$ cat src/rtl/multiplier_if.sv
// Operand/result bundle for the iterative multiplier.
// The master drives the operands and observes the product; the slave is the multiplier.
interface multiplier_if #(
    parameter int DATA_WIDTH = 4
);
    logic [DATA_WIDTH-1:0]   input1;
    logic [DATA_WIDTH-1:0]   input2;
    logic [2*DATA_WIDTH-1:0] outputValue;
    logic                    o_valid;

    modport master (
        output input1,
        output input2,
        input  outputValue,
        input  o_valid
    );

    modport slave (
        input  input1,
        input  input2,
        output outputValue,
        output o_valid
    );
endinterface

$ cat src/rtl/multiplier.sv
// Self-triggering unsigned shift-and-add multiplier.
// Whenever the operand pair differs from the last captured pair (or right after
// reset), a new DATA_WIDTH-cycle computation starts. The product register only
// changes on completion, so intermediate sums never reach the output.
module multiplier #(
    parameter int DATA_WIDTH = 4
) (
    input  logic          clk,
    input  logic          rst,
    multiplier_if.slave   mul_bus
);

    localparam int PW    = 2 * DATA_WIDTH;
    localparam int CNT_W = (DATA_WIDTH > 2) ? $clog2(DATA_WIDTH) : 1;
    localparam logic [CNT_W-1:0] CNT_LAST = CNT_W'(DATA_WIDTH - 1);

    typedef enum logic [0:0] {
        ST_IDLE = 1'b0,
        ST_BUSY = 1'b1
    } state_t;

    state_t                state_q, state_d;
    logic [DATA_WIDTH-1:0] op1_q, op1_d;
    logic [DATA_WIDTH-1:0] op2_q, op2_d;
    logic [PW-1:0]         mcand_q, mcand_d;
    logic [DATA_WIDTH-1:0] mplier_q, mplier_d;
    logic [PW-1:0]         acc_q, acc_d;
    logic [CNT_W-1:0]      cnt_q, cnt_d;
    logic                  first_q, first_d;
    logic [PW-1:0]         product_q, product_d;
    logic                  valid_q, valid_d;

    logic                  launch_s;
    logic                  last_step_s;
    logic [PW-1:0]         step_sum_s;

    // A new operand pair (or the first cycle after reset) triggers a computation.
    assign launch_s    = first_q ||
                         ({mul_bus.input1, mul_bus.input2} != {op1_q, op2_q});
    assign last_step_s = (cnt_q == CNT_LAST);
    // One partial product per cycle: add the shifted multiplicand when the current multiplier bit is set.
    assign step_sum_s  = acc_q + (mplier_q[0] ? mcand_q : {PW{1'b0}});

    // State register with asynchronous reset.
    always_ff @(posedge clk or posedge rst) begin
        if (rst) begin
            state_q <= ST_IDLE;
        end else begin
            state_q <= state_d;
        end
    end

    // Next-state logic: launch from IDLE, return after the final step.
    always_comb begin
        state_d = state_q;
        case (state_q)
            ST_IDLE: begin
                if (launch_s) begin
                    state_d = ST_BUSY;
                end else begin
                    state_d = ST_IDLE;
                end
            end
            ST_BUSY: begin
                if (last_step_s) begin
                    state_d = ST_IDLE;
                end else begin
                    state_d = ST_BUSY;
                end
            end
            default: state_d = ST_IDLE;
        endcase
    end

    // Datapath and output next values for the current state.
    always_comb begin
        op1_d     = op1_q;
        op2_d     = op2_q;
        mcand_d   = mcand_q;
        mplier_d  = mplier_q;
        acc_d     = acc_q;
        cnt_d     = cnt_q;
        first_d   = first_q;
        product_d = product_q;
        valid_d   = valid_q;
        case (state_q)
            ST_IDLE: begin
                if (launch_s) begin
                    op1_d    = mul_bus.input1;
                    op2_d    = mul_bus.input2;
                    mcand_d  = {{DATA_WIDTH{1'b0}}, mul_bus.input1};
                    mplier_d = mul_bus.input2;
                    acc_d    = {PW{1'b0}};
                    cnt_d    = {CNT_W{1'b0}};
                    valid_d  = 1'b0;
                    first_d  = 1'b0;
                end else begin
                    valid_d  = valid_q;
                end
            end
            ST_BUSY: begin
                acc_d    = step_sum_s;
                mcand_d  = mcand_q << 1;
                mplier_d = mplier_q >> 1;
                cnt_d    = cnt_q + CNT_W'(1);
                if (last_step_s) begin
                    product_d = step_sum_s;
                    valid_d   = 1'b1;
                end else begin
                    product_d = product_q;
                end
            end
            default: begin
                valid_d = 1'b0;
            end
        endcase
    end

    // Datapath registers; reset clears everything and arms the first-launch flag.
    always_ff @(posedge clk or posedge rst) begin
        if (rst) begin
            op1_q     <= {DATA_WIDTH{1'b0}};
            op2_q     <= {DATA_WIDTH{1'b0}};
            mcand_q   <= {PW{1'b0}};
            mplier_q  <= {DATA_WIDTH{1'b0}};
            acc_q     <= {PW{1'b0}};
            cnt_q     <= {CNT_W{1'b0}};
            first_q   <= 1'b1;
            product_q <= {PW{1'b0}};
            valid_q   <= 1'b0;
        end else begin
            op1_q     <= op1_d;
            op2_q     <= op2_d;
            mcand_q   <= mcand_d;
            mplier_q  <= mplier_d;
            acc_q     <= acc_d;
            cnt_q     <= cnt_d;
            first_q   <= first_d;
            product_q <= product_d;
            valid_q   <= valid_d;
        end
    end

    assign mul_bus.outputValue = product_q;
    assign mul_bus.o_valid     = valid_q;

endmodule

$ cat src/flat_wrapper.sv
// flat-port wrapper written by rule: the top's interface ports become plain ports
module multiplier_flat 
#(
    parameter int DATA_WIDTH = 4
)
  (clk, rst, mul_bus_input1, mul_bus_input2, mul_bus_outputValue, mul_bus_o_valid);
  multiplier_if #(.DATA_WIDTH(DATA_WIDTH)) mul_bus_i ();
  input  logic clk;
  input  logic rst;
  input wire logic [$bits(mul_bus_i.input1)-1:0] mul_bus_input1;
  input wire logic [$bits(mul_bus_i.input2)-1:0] mul_bus_input2;
  output wire logic [$bits(mul_bus_i.outputValue)-1:0] mul_bus_outputValue;
  output wire logic [$bits(mul_bus_i.o_valid)-1:0] mul_bus_o_valid;
  assign mul_bus_i.input1 = mul_bus_input1;
  assign mul_bus_i.input2 = mul_bus_input2;
  assign mul_bus_outputValue = mul_bus_i.outputValue;
  assign mul_bus_o_valid = mul_bus_i.o_valid;
  multiplier #(.DATA_WIDTH(DATA_WIDTH)) u_core (.clk(clk), .rst(rst), .mul_bus(mul_bus_i));
endmodule
$ cat config.mk
export PLATFORM = sky130hd
export DESIGN_NAME = multiplier_flat
export DESIGN_NICKNAME = d
export VERILOG_FILES = /design/src/rtl/multiplier_if.sv /design/src/rtl/multiplier.sv /design/src/flat_wrapper.sv
export SDC_FILE = /design/constraint.sdc
export NUM_CORES = 1
export LEC_CHECK = 0
export ABC_CLOCK_PERIOD_IN_PS = 2500
export CAP_MARGIN = 20
export CELL_PAD_IN_SITES_DETAIL_PLACEMENT = 1
export CELL_PAD_IN_SITES_GLOBAL_PLACEMENT = 1
export CORE_UTILIZATION = 37
export DETAILED_ROUTE_END_ITERATION = 12
export PLACE_DENSITY_LB_ADDON = 0.1
export SLEW_MARGIN = 30
export SYNTH_ARGS = -nofsm -noshare
export SYNTH_HDL_FRONTEND = slang
export SYNTH_SLANG_ARGS = --single-unit
export TNS_END_PERCENT = 20
$ cat constraint.sdc
create_clock -name clk -period 2.5 [get_ports clk]
set_input_delay 0.25 -clock clk [delete_from_list [all_inputs] [get_ports clk]]
set_output_delay 0.25 -clock clk [all_outputs]
set_load 0.05 [all_outputs]
==> results of run 1 <==
worst max-delay path: cells and delay by family (launching register included):
kind	cells	cell delay, ns
compound gates	2	0.42
flops	1	0.47
simple gates	2	0.35
mux	1	0.25
fa+ha+maj	2	0.61
cell usage in the layout (no fill, tap or decap), types with 2 or more instances in the layout:
cell type | netlist | final
dfrtp_1 | 40 | 40
nand2_1 | 20 | 20
clkdlybuf4s50_1 | 0 | 18
mux2_2 | 11 | 11
nor2_1 | 10 | 10
and2_1 | 10 | 10
a31oi_1 | 9 | 9
xnor2_1 | 8 | 8
a22o_1 | 8 | 8
ha_1 | 8 | 8
nand4_1 | 7 | 7
o31ai_1 | 6 | 6
clkbuf_8 | 0 | 6
a21oi_1 | 5 | 5
o21ai_0 | 4 | 4
nand3b_1 | 4 | 4
o211ai_1 | 4 | 4
buf_4 | 1 | 4
inv_1 | 3 | 3
nor3_1 | 2 | 2
xor2_1 | 2 | 2
nand3_1 | 2 | 2
a22o_2 | 2 | 2
a21o_1 | 2 | 2
a211oi_1 | 2 | 2
a211o_2 | 2 | 2
nand4b_1 | 2 | 2
o211a_1 | 2 | 2
a31o_2 | 2 | 2
Yosys cell counts, types with 3 or more instances:
cell / instances / area share
dfrtp_1: 40 / 0.45
nand2_1: 20 / 0.034
mux2_2: 11 / 0.055
and2_1: 10 / 0.028
nor2_1: 10 / 0.017
a31oi_1: 9 / 0.025
a22o_1: 8 / 0.031
ha_1: 8 / 0.045
xnor2_1: 8 / 0.031
nand4_1: 7 / 0.020
o31ai_1: 6 / 0.020
a21oi_1: 5 / 0.011
clkbuf_1: 5 / 0.0084
nand3b_1: 4 / 0.013
o211ai_1: 4 / 0.013
o21ai_0: 4 / 0.0090
buf_6: 3 / 0.015
inv_1: 3 / 0.0050
through the flow:
step,area (um2),utilization,hold slack (ns)
finish,2580,0.454,0.389
global route,2580,0.454,0.466
CTS,2580,0.454,0.413
detailed placement,2460,0.434,0.477
global placement,2460,0.434,0.466
floorplan,2240,-,0.384
flip-flops by register name, summed over array words and instances, names as in the netlist:
signal                      count
u_core.acc_q                    8
u_core.mcand_q                  8
u_core.mul_bus.outputValue      8
u_core.mplier_q                 4
u_core.op1_q                    4
u_core.op2_q                    4
u_core.cnt_q                    2
u_core.first_q                  1
u_core.mul_bus.o_valid          1
u_core.state_q                  1
area by class of cell:
| type | instances | area, um2 |
|---|---|---|
| Sequential cell | 41 | 1030 |
| Fill cell | 632 | 3100 |
| Clock buffer | 7 | 86.3 |
| Tap cell | 72 | 90.1 |
| Inverter | 4 | 15.0 |
| Clock inverter | 1 | 30.0 |
| Multi-Input combinational cell | 149 | 1120 |
| Timing Repair Buffer | 22 | 210 |
logic make-up after synthesis:
logic type | after synthesis | share of synthesized area
adder cells (fa/ha/maj) | 9 | 0.0537
multiplexers | 11 | 0.0554
flip-flops | 41 | 0.459
AO/OA/AOI/OAI | 51 | 0.170
XOR/XNOR | 11 | 0.0465
buffers and inverters | 16 | 0.0403
AND/OR/NAND/NOR | 67 | 0.175
power groups by stage:
stage | sequential [uW] | clock (uW) | combinational (uW)
floorplan | 1390 | 0 | 1230
global placement | 1210 | 0 | 1790
detailed placement | 1230 | 0 | 1850
CTS | 1220 | 581 | 1870
global route | 1260 | 602 | 2040
finish | 1210 | 558 | 1860
path summary, 6_finish.rpt:
path / from / slack, ns / cells after the start / end
setup / recovery: u_core.mplier_q[0] / 0.29 / 7 / u_core.mul_bus.outputValue[4]
hold / removal: rst / 0.39 / 3 / u_core.mul_bus.outputValue[1]
setup reg to reg: u_core.mplier_q[0] / 0.29 / 7 / u_core.mul_bus.outputValue[4]
hold reg to reg: u_core.acc_q[6] / 0.49 / 1 / u_core.acc_q[6]
max in group asynchronous: rst / 1.74 / 3 / u_core.first_q
min in group clk: u_core.acc_q[6] / 0.49 / 1 / u_core.acc_q[6]
layer usage:
| metal | vias to the layer above | routed length (um) | track usage |
|---|---|---|---|
| met3 | 7 | 119 | 0.0377 |
| met4 | 0 | 72 | 0.0589 |
| met2 | 20 | 2600 | 0.316 |
| met1 | 865 | 2450 | 0.245 |
| li1 | 795 | - | - |
| met5 | - | 0 | 0 |
==> reports/qor.csv, run 1 <==
metric,value,unit
outcome,completed,
DR pass1 iterations,4,
Final Max Slew Viols,0,
Post-CTS Setup Inserts,0,
DRC violations left,0,
Gate power share,0.511,
"slowest stage cell, crit path",dfrtp_1,
min Tclk post-route,2.21,ns
Max-Cap Viols,0,
Setup crit end kind,register,
CP required,2.68,ns
Worst VDD drop,0.000549,V
register bit total from synthesis,41,
Design Power,3630,uW
GPL Wtd Cong,0.832,
Via density,5.70,
Routed WL,5.24,mm
Crit Path Max Fanout,9,
RSZ-0062 raised after global routing,no,
clock buffer count from CTS,5,
Non-Filler Instances,296,
Setup CP Type,register to register,
fmax,0.452,GHz
power share of the clock group,0.154,
Starting Density,0.394,
Clock Sinks,41,
setup-violating endpoint count in the final report,0,
core area,0.00568,mm2
GRT overflow,0,
Site Rows,27,
number of synthesized flops with an enable pin,0,
IO Pins,19,
final hold viol count,0,
antenna violations before repair,0,
Worst-Margin Slew,0.623,ns
post-cts resize count,0,
Setup TNS,0,ns
"Primary FF master, synth",dfrtp_1,
"Hold-fix buffers, CTS",0,
DRT antenna net count,0,
"Async S/R FF share, synth",1.00,
Synth Net Count,225,
Mapped Area,0.00224,mm2
Flop pwr share,0.335,
"most used cell, CP",and2_1,
"Net count, final",242,
crit-path max cell delay,0.47,ns
Worst-path clk slew,0.08,ns
die width,79.7,um
Pleak,0.00111,uW
cell area power density,1410,mW/mm2
worst path cell trace,"and2_1, ha_1, fa_1, a21oi_1, o21ai_0, and2_1, mux2_2",
CTS max path bufs,2,
Slew HR,0.585,
H-tree depth,2,
ANT cells,0,
global-route wire length before repair,9.10,mm
Hold WC Path Type,input port to asynchronous set/reset pin,
Placed Cells,288,
syn_area_per_cell,10.9,um2
largest net degree at the start of global routing,42,
CP Launch Type,register,
layout cell share with drive strength beyond 1,0.152,
"Period Utilization, post-route",0.885,
Post-Syn Instances,206,
Sw Pwr,1540,uW
Pint,2090,uW
WP data arrival,2.40,ns
number of global-route vias before repair,1827,
CTS tree,yes,
Port Buf Inserts,18,
Synth Warn #,0,
Total GRT Usage,0.189,
wire per inst,17.7,um
vias,1687,
Unique masters post-synth,48,
switching share of total power,0.425,
worst-skew pair later-pin latency,0.29,ns
die height,79.7,um
DP Worst Slack,0.303,ns
Die Area,0.00636,mm2
Iter 0 DRT Violations,60,
Worst Slack Setup Final,0.287,ns
CTS Root Cell,clkbuf_8,
HPWL after DPL,3.75,mm
Area growth syn-to-layout,15.3,%
share of the yosys chip area belonging to registers,0.459,
Clock Skew,0.00488,ns
Power figures use the tool's default switching activity.
==> run 2: changes to the inputs <==
--- a/config.mk
+++ b/config.mk
@@ -5,12 +5,14 @@
 export SDC_FILE = /design/constraint.sdc
 export NUM_CORES = 1
 export LEC_CHECK = 0
-export ABC_CLOCK_PERIOD_IN_PS = 2500
+export ABC_CLOCK_PERIOD_IN_PS = 2700
 export CAP_MARGIN = 20
 export CELL_PAD_IN_SITES_DETAIL_PLACEMENT = 1
 export CELL_PAD_IN_SITES_GLOBAL_PLACEMENT = 1
+export CORE_MARGIN = 2
 export CORE_UTILIZATION = 37
 export DETAILED_ROUTE_END_ITERATION = 12
+export MAX_ROUTING_LAYER = met4
 export PLACE_DENSITY_LB_ADDON = 0.1
 export SLEW_MARGIN = 30
 export SYNTH_ARGS = -nofsm -noshare
==> constraint.sdc (replaced) <==
create_clock -name clk -period 2.7 [get_ports clk]
set_input_delay 0.27 -clock clk [delete_from_list [all_inputs] [get_ports clk]]
set_output_delay 0.27 -clock clk [all_outputs]
set_load 0.05 [all_outputs]
==> reports/qor.csv, run 2 (synthesis results as in run 1) <==
metric,value,unit,change
outcome,completed,,unchanged
Worst Slack Setup Final,0.382,ns,was 0.287 ns
CTS Root Cell,clkbuf_8,,unchanged
Crit Path Max Fanout,9,,unchanged
Area growth syn-to-layout,14.3,%,was 15.3%
WP data arrival,2.49,ns,was 2.40 ns
H-tree depth,2,,unchanged
"reg-to-reg slack, setup",0.38,ns,was 0.29 ns
RSZ-0062 raised after global routing,no,,unchanged
wire per inst,18.4,um,was 17.7 um
DRC violations left,0,,unchanged
core area,0.00589,mm2,was 0.00568 mm2
Pint,1840,uW,was 2090 uW
fmax,0.431,GHz,was 0.452 GHz
"Period Utilization, post-route",0.859,,was 0.885
DP Worst Slack,0.426,ns,was 0.303 ns
Worst-path clk slew,0.08,ns,about the same
"Net count, final",242,,unchanged
vias,1674,,"was 1,687"
CTS max path bufs,2,,unchanged
Placed Cells,291,,was 288
"Hold-fix buffers, CTS",0,,unchanged
worst-skew pair later-pin latency,0.29,ns,about the same
ANT cells,0,,unchanged
DRT antenna net count,0,,unchanged
Gate power share,0.539,,was 0.511
cell area power density,1290,mW/mm2,was 1410 mW/mm2
setup-violating endpoint count in the final report,0,,unchanged
Hold WC Path Type,input port to asynchronous set/reset pin,,unchanged
largest net degree at the start of global routing,42,,unchanged
GPL Wtd Cong,0.885,,was 0.832
CP Launch Type,register,,unchanged
CP bufs+invs,0,,unchanged
CP required,2.87,ns,was 2.68 ns
GRT overflow,0,,unchanged
global-route wire length before repair,9.30,mm,was 9.10 mm
Site Rows,28,,was 27
switching share of total power,0.440,,was 0.425
fillers,662,,was 632
layout cell share with drive strength beyond 1,0.147,,was 0.152
die height,81.7,um,was 79.7 um
min Tclk post-route,2.32,ns,was 2.21 ns
Worst VDD drop,0.000472,V,was 0.000549 V
post-cts resize count,0,,unchanged
IO Pins,19,,unchanged
Setup TNS,0,ns,unchanged
Hold WS,0.413,ns,was 0.389 ns
Port Buf Inserts,18,,unchanged
Max-Cap Viols,0,,unchanged
Sw Pwr,1440,uW,was 1540 uW
Non-Filler Instances,299,,was 296
Final Max Slew Viols,0,,unchanged
HPWL after DPL,4.04,mm,was 3.75 mm
Pleak,0.00110,uW,was 0.00111 uW
area occupied by registers,0.00103,mm2,unchanged
Setup CP Type,register to register,,unchanged
Post-CTS Setup Inserts,0,,unchanged
"most used cell, CP",and2_1,,unchanged
number of global-route vias before repair,1850,,"was 1,827"
Slew HR,0.588,,was 0.585
Starting Density,0.380,,was 0.394
Clock Skew,0.0125,ns,was 0.00488 ns
clock buffer count from CTS,5,,unchanged
CTS tree,yes,,unchanged
Total GRT Usage,0.191,,was 0.189
Design Power,3280,uW,was 3630 uW
Clock Sinks,41,,unchanged
area of the multi-input gates,0.00112,mm2,unchanged
Worst-Margin Slew,0.618,ns,was 0.623 ns
"slowest stage cell, crit path",dfrtp_1,,unchanged
antenna violations before repair,0,,unchanged
"commonest non-fill, non-tap cell in the layout",dfrtp_1,,unchanged
Setup crit end kind,register,,unchanged
Iter 0 DRT Violations,76,,was 60
worst path cell trace,"and2_1, ha_1, fa_1, a21oi_1, o21ai_0, and2_1, mux2_2",,unchanged
power share of the clock group,0.126,,was 0.154
Flop pwr share,0.335,,about the same
"delay-heaviest family, CP",adder cells,,unchanged
DR pass1 iterations,4,,unchanged
Die Area,0.00668,mm2,was 0.00636 mm2
crit-path max cell delay,0.46,ns,was 0.47 ns
Via density,5.60,,was 5.70
Routed WL,5.50,mm,was 5.24 mm
die width,81.7,um,was 79.7 um
final hold viol count,0,,unchanged
most frequent cells in the layout,"dfrtp_1 (40), nand2_1 (20), clkdlybuf4s50_1 (18)",,unchanged
[run 2: cell count changes in the layout (fill, tap and decap cells not counted), sizes merged]
cell / change
bufinv: -1
clkbuf: +1
[run 2: metal layers]
layer	vias to the layer above	share of wire	GRT usage
li1	788	-	-
met1	845	0.44	0.232
met2	32	0.51	0.318
met3	9	0.036	0.0429
met4	0	0.019	0.0583
met5	-	0	-
[run 2: stage by stage]
| stage | util | cell area [um2] |
|---|---|---|
| 6_report | 0.434 | 2550 |
| 2_1_floorplan | - | 2240 |
| 5_1_grt | 0.434 | 2550 |
| 4_1_cts | 0.434 | 2550 |
| 3_3_place_gp | 0.419 | 2460 |
| 3_5_place_dp | 0.419 | 2460 |
[run 2: worst paths after layout]
kind                                         start                             to  cells past startpoint
worst max-delay path            u_core.mplier_q[0]  u_core.mul_bus.outputValue[4]                      7
worst min-delay path                           rst              u_core.mcand_q[4]                      3
worst max register to register  u_core.mplier_q[0]  u_core.mul_bus.outputValue[4]                      7
worst min register to register     u_core.acc_q[6]                u_core.acc_q[6]                      1
max in group asynchronous                      rst                 u_core.first_q                      3
min in group clk                   u_core.acc_q[6]                u_core.acc_q[6]                      1
[run 2: power groups by stage]
| stage | sequential [uW] | combinational, uW | clock [uW] |
|---|---|---|---|
| final | 1100 | 1770 | 414 |
| after global routing | 1140 | 1930 | 461 |
| after CTS | 1100 | 1780 | 432 |
| after detailed placement | 1110 | 1780 | 0 |
| after global placement | 1100 | 1700 | 0 |
| after floorplan | 1280 | 1140 | 0 |
[run 2: final cells by class]
type | instances | area share
multi-input combinational | 149 | 0.438
sequential | 41 | 0.402
timing repair buffer | 22 | 0.0823
tap | 75 | 0.0367
clock buffer | 8 | 0.0353
inverter | 4 | 0.00588
[run 2: tightest hold or removal path, stage by stage]
cell and delay [ns]:
clkdlybuf4s50_1 0.40, inv_1 0.05, buf_4 0.44
==> run 3: changes to the inputs <==
--- a/config.mk
+++ b/config.mk
@@ -14,6 +14,7 @@
 export DETAILED_ROUTE_END_ITERATION = 12
 export MAX_ROUTING_LAYER = met4
 export PLACE_DENSITY_LB_ADDON = 0.1
+export REMOVE_ABC_BUFFERS = 1
 export SLEW_MARGIN = 30
 export SYNTH_ARGS = -nofsm -noshare
 export SYNTH_HDL_FRONTEND = slang
==> reports/qor.csv, run 3 (synthesis results as in run 1) <==
metric,value,unit,change
Pleak,0.00111,uW,was 0.00110 uW
post-cts resize count,0,,unchanged
Setup CP Type,register to register,,unchanged
power share of the clock group,0.128,,was 0.126
min Tclk post-route,2.25,ns,was 2.32 ns
Worst VDD drop,0.000476,V,was 0.000472 V
"Period Utilization, post-route",0.833,,was 0.859
wire per inst,16.6,um,was 18.4 um
"slowest stage cell, crit path",dfrtp_1,,unchanged
Port Buf Inserts,18,,unchanged
Worst-Margin Slew,0.570,ns,was 0.618 ns
"Net count, final",243,,was 242
global-route wire length before repair,8.79,mm,was 9.30 mm
layout cell share with drive strength beyond 1,0.151,,was 0.147
die height,81.7,um,unchanged
CTS max path bufs,2,,unchanged
Via density,5.51,,was 5.60
"Hold-fix buffers, CTS",0,,unchanged
IO Pins,19,,unchanged
Starting Density,0.380,,unchanged
met1 global-route usage,0.203,,was 0.232
setup-violating endpoint count in the final report,0,,unchanged
Worst-path clk slew,0.08,ns,about the same
Area growth syn-to-layout,14.6,%,was 14.3%
Setup crit end kind,register,,unchanged
core area,0.00589,mm2,unchanged
WP data arrival,2.42,ns,was 2.49 ns
CTS Root Cell,clkbuf_8,,unchanged
Max-Cap Viols,0,,unchanged
Slew HR,0.620,,was 0.588
vias,1652,,"was 1,674"
GRT met3 Usage,0.0363,,was 0.0429
most frequent cells in the layout,"dfrtp_1 (40), nand2_1 (20), clkdlybuf4s50_1 (18)",,unchanged
Final Max Slew Viols,0,,unchanged
Die Area,0.00668,mm2,unchanged
antenna violations before repair,0,,unchanged
worst path cell trace,"and2_1, ha_1, fa_1, a21oi_1, o21ai_0, and2_1, mux2_2",,unchanged
DRC violations left,0,,unchanged
DP Worst Slack,0.470,ns,was 0.426 ns
Clock Sinks,41,,unchanged
Hold WS,0.406,ns,was 0.413 ns
fmax,0.445,GHz,was 0.431 GHz
Worst Slack Setup Final,0.452,ns,was 0.382 ns
Crit Path Max Fanout,9,,unchanged
gr busiest metal,met2,,unchanged
GPL Wtd Cong,0.785,,was 0.885
crit-path max cell delay,0.46,ns,about the same
HPWL after DPL,3.74,mm,was 4.04 mm
Post-CTS Setup Inserts,0,,unchanged
CTS tree,yes,,unchanged
Site Rows,28,,unchanged
worst-skew pair later-pin latency,0.29,ns,about the same
number of global-route vias before repair,1734,,"was 1,850"
Routed WL,4.98,mm,was 5.50 mm
met2 layer usage reported by global route,0.313,,was 0.318
"commonest non-fill, non-tap cell in the layout",dfrtp_1,,unchanged
"delay-heaviest family, CP",adder cells,,unchanged
Iter 0 DRT Violations,41,,was 76
largest net degree at the start of global routing,42,,unchanged
Hold WC Path Type,input port to asynchronous set/reset pin,,unchanged
CP bufs+invs,0,,unchanged
DRT antenna net count,0,,unchanged
outcome,completed,,unchanged
final hold viol count,0,,unchanged
clock buffer count from CTS,5,,unchanged
Clock Skew,0.00588,ns,was 0.0125 ns
die width,81.7,um,unchanged
ANT cells,0,,unchanged
switching share of total power,0.428,,was 0.440
Gate power share,0.530,,was 0.539
fillers,670,,was 662
"most used cell, CP",and2_1,,unchanged
CP required,2.88,ns,was 2.87 ns
GRT overflow,0,,unchanged
Flop pwr share,0.341,,was 0.335
Total GRT Usage,0.179,,was 0.191
Pint,1850,uW,was 1840 uW
Setup TNS,0,ns,unchanged
RSZ-0062 raised after global routing,no,,unchanged
cell area power density,1260,mW/mm2,was 1290 mW/mm2
H-tree depth,2,,unchanged
CP Launch Type,register,,unchanged
Sw Pwr,1380,uW,was 1440 uW
DR pass1 iterations,4,,unchanged
run 3: area by class of cell:
type,count,area (um2),share of cell area
Multi-Input combinational cell,149,1120,0.437
Sequential cell,41,1030,0.401
Timing Repair Buffer,23,218,0.0850
Tap cell,75,93.8,0.0366
Clock buffer,8,90.1,0.0352
Inverter,4,15.0,0.00586
run 3: worst paths after layout:
check                                              start                             to  slack (ns)  cells past startpoint
hold / removal                                       rst                u_core.op1_q[2]        0.41                      3
setup reg to reg                      u_core.mplier_q[0]  u_core.mul_bus.outputValue[4]        0.45                      7
hold reg to reg            u_core.mul_bus.outputValue[2]  u_core.mul_bus.outputValue[2]        0.49                      2
min in group clk           u_core.mul_bus.outputValue[2]  u_core.mul_bus.outputValue[2]        0.49                      2
setup / recovery                      u_core.mplier_q[0]  u_core.mul_bus.outputValue[4]        0.45                      7
max in group asynchronous                            rst                 u_core.first_q        1.92                      3
run 3: worst reg2reg max path: stages, from the launching register on:
cell and delay [ns]:
dfrtp_1 0.46, and2_1 0.18, ha_1 0.20, fa_1 0.42
a21oi_1 0.32, o21ai_0 0.12, and2_1 0.18, mux2_2 0.26
run 3: layer usage:
metal  routed length [um]  share of wire
met5                    0              0
met4                  103          0.021
met3                  115          0.023
met2                 2610           0.52
met1                 2160           0.43
run 3: power groups by stage:
stage,registers (uW),clock network (uW),logic [uW]
6_report,1100,414,1710
5_1_grt,1150,463,1910
3_5_place_dp,1120,0,1730
3_3_place_gp,1100,0,1680
4_1_cts,1110,437,1740
2_1_floorplan,1320,0,1040
run 3: stage by stage:
step | instance area, um2 | cells | util | total power [uW]
floorplan | 2160 | 194 | - | 2350
global placement | 2470 | 292 | 0.420 | 2780
detailed placement | 2470 | 292 | 0.420 | 2850
CTS | 2560 | 300 | 0.435 | 3280
global route | 2560 | 300 | 0.435 | 3520
finish | 2560 | 300 | 0.435 | 3230
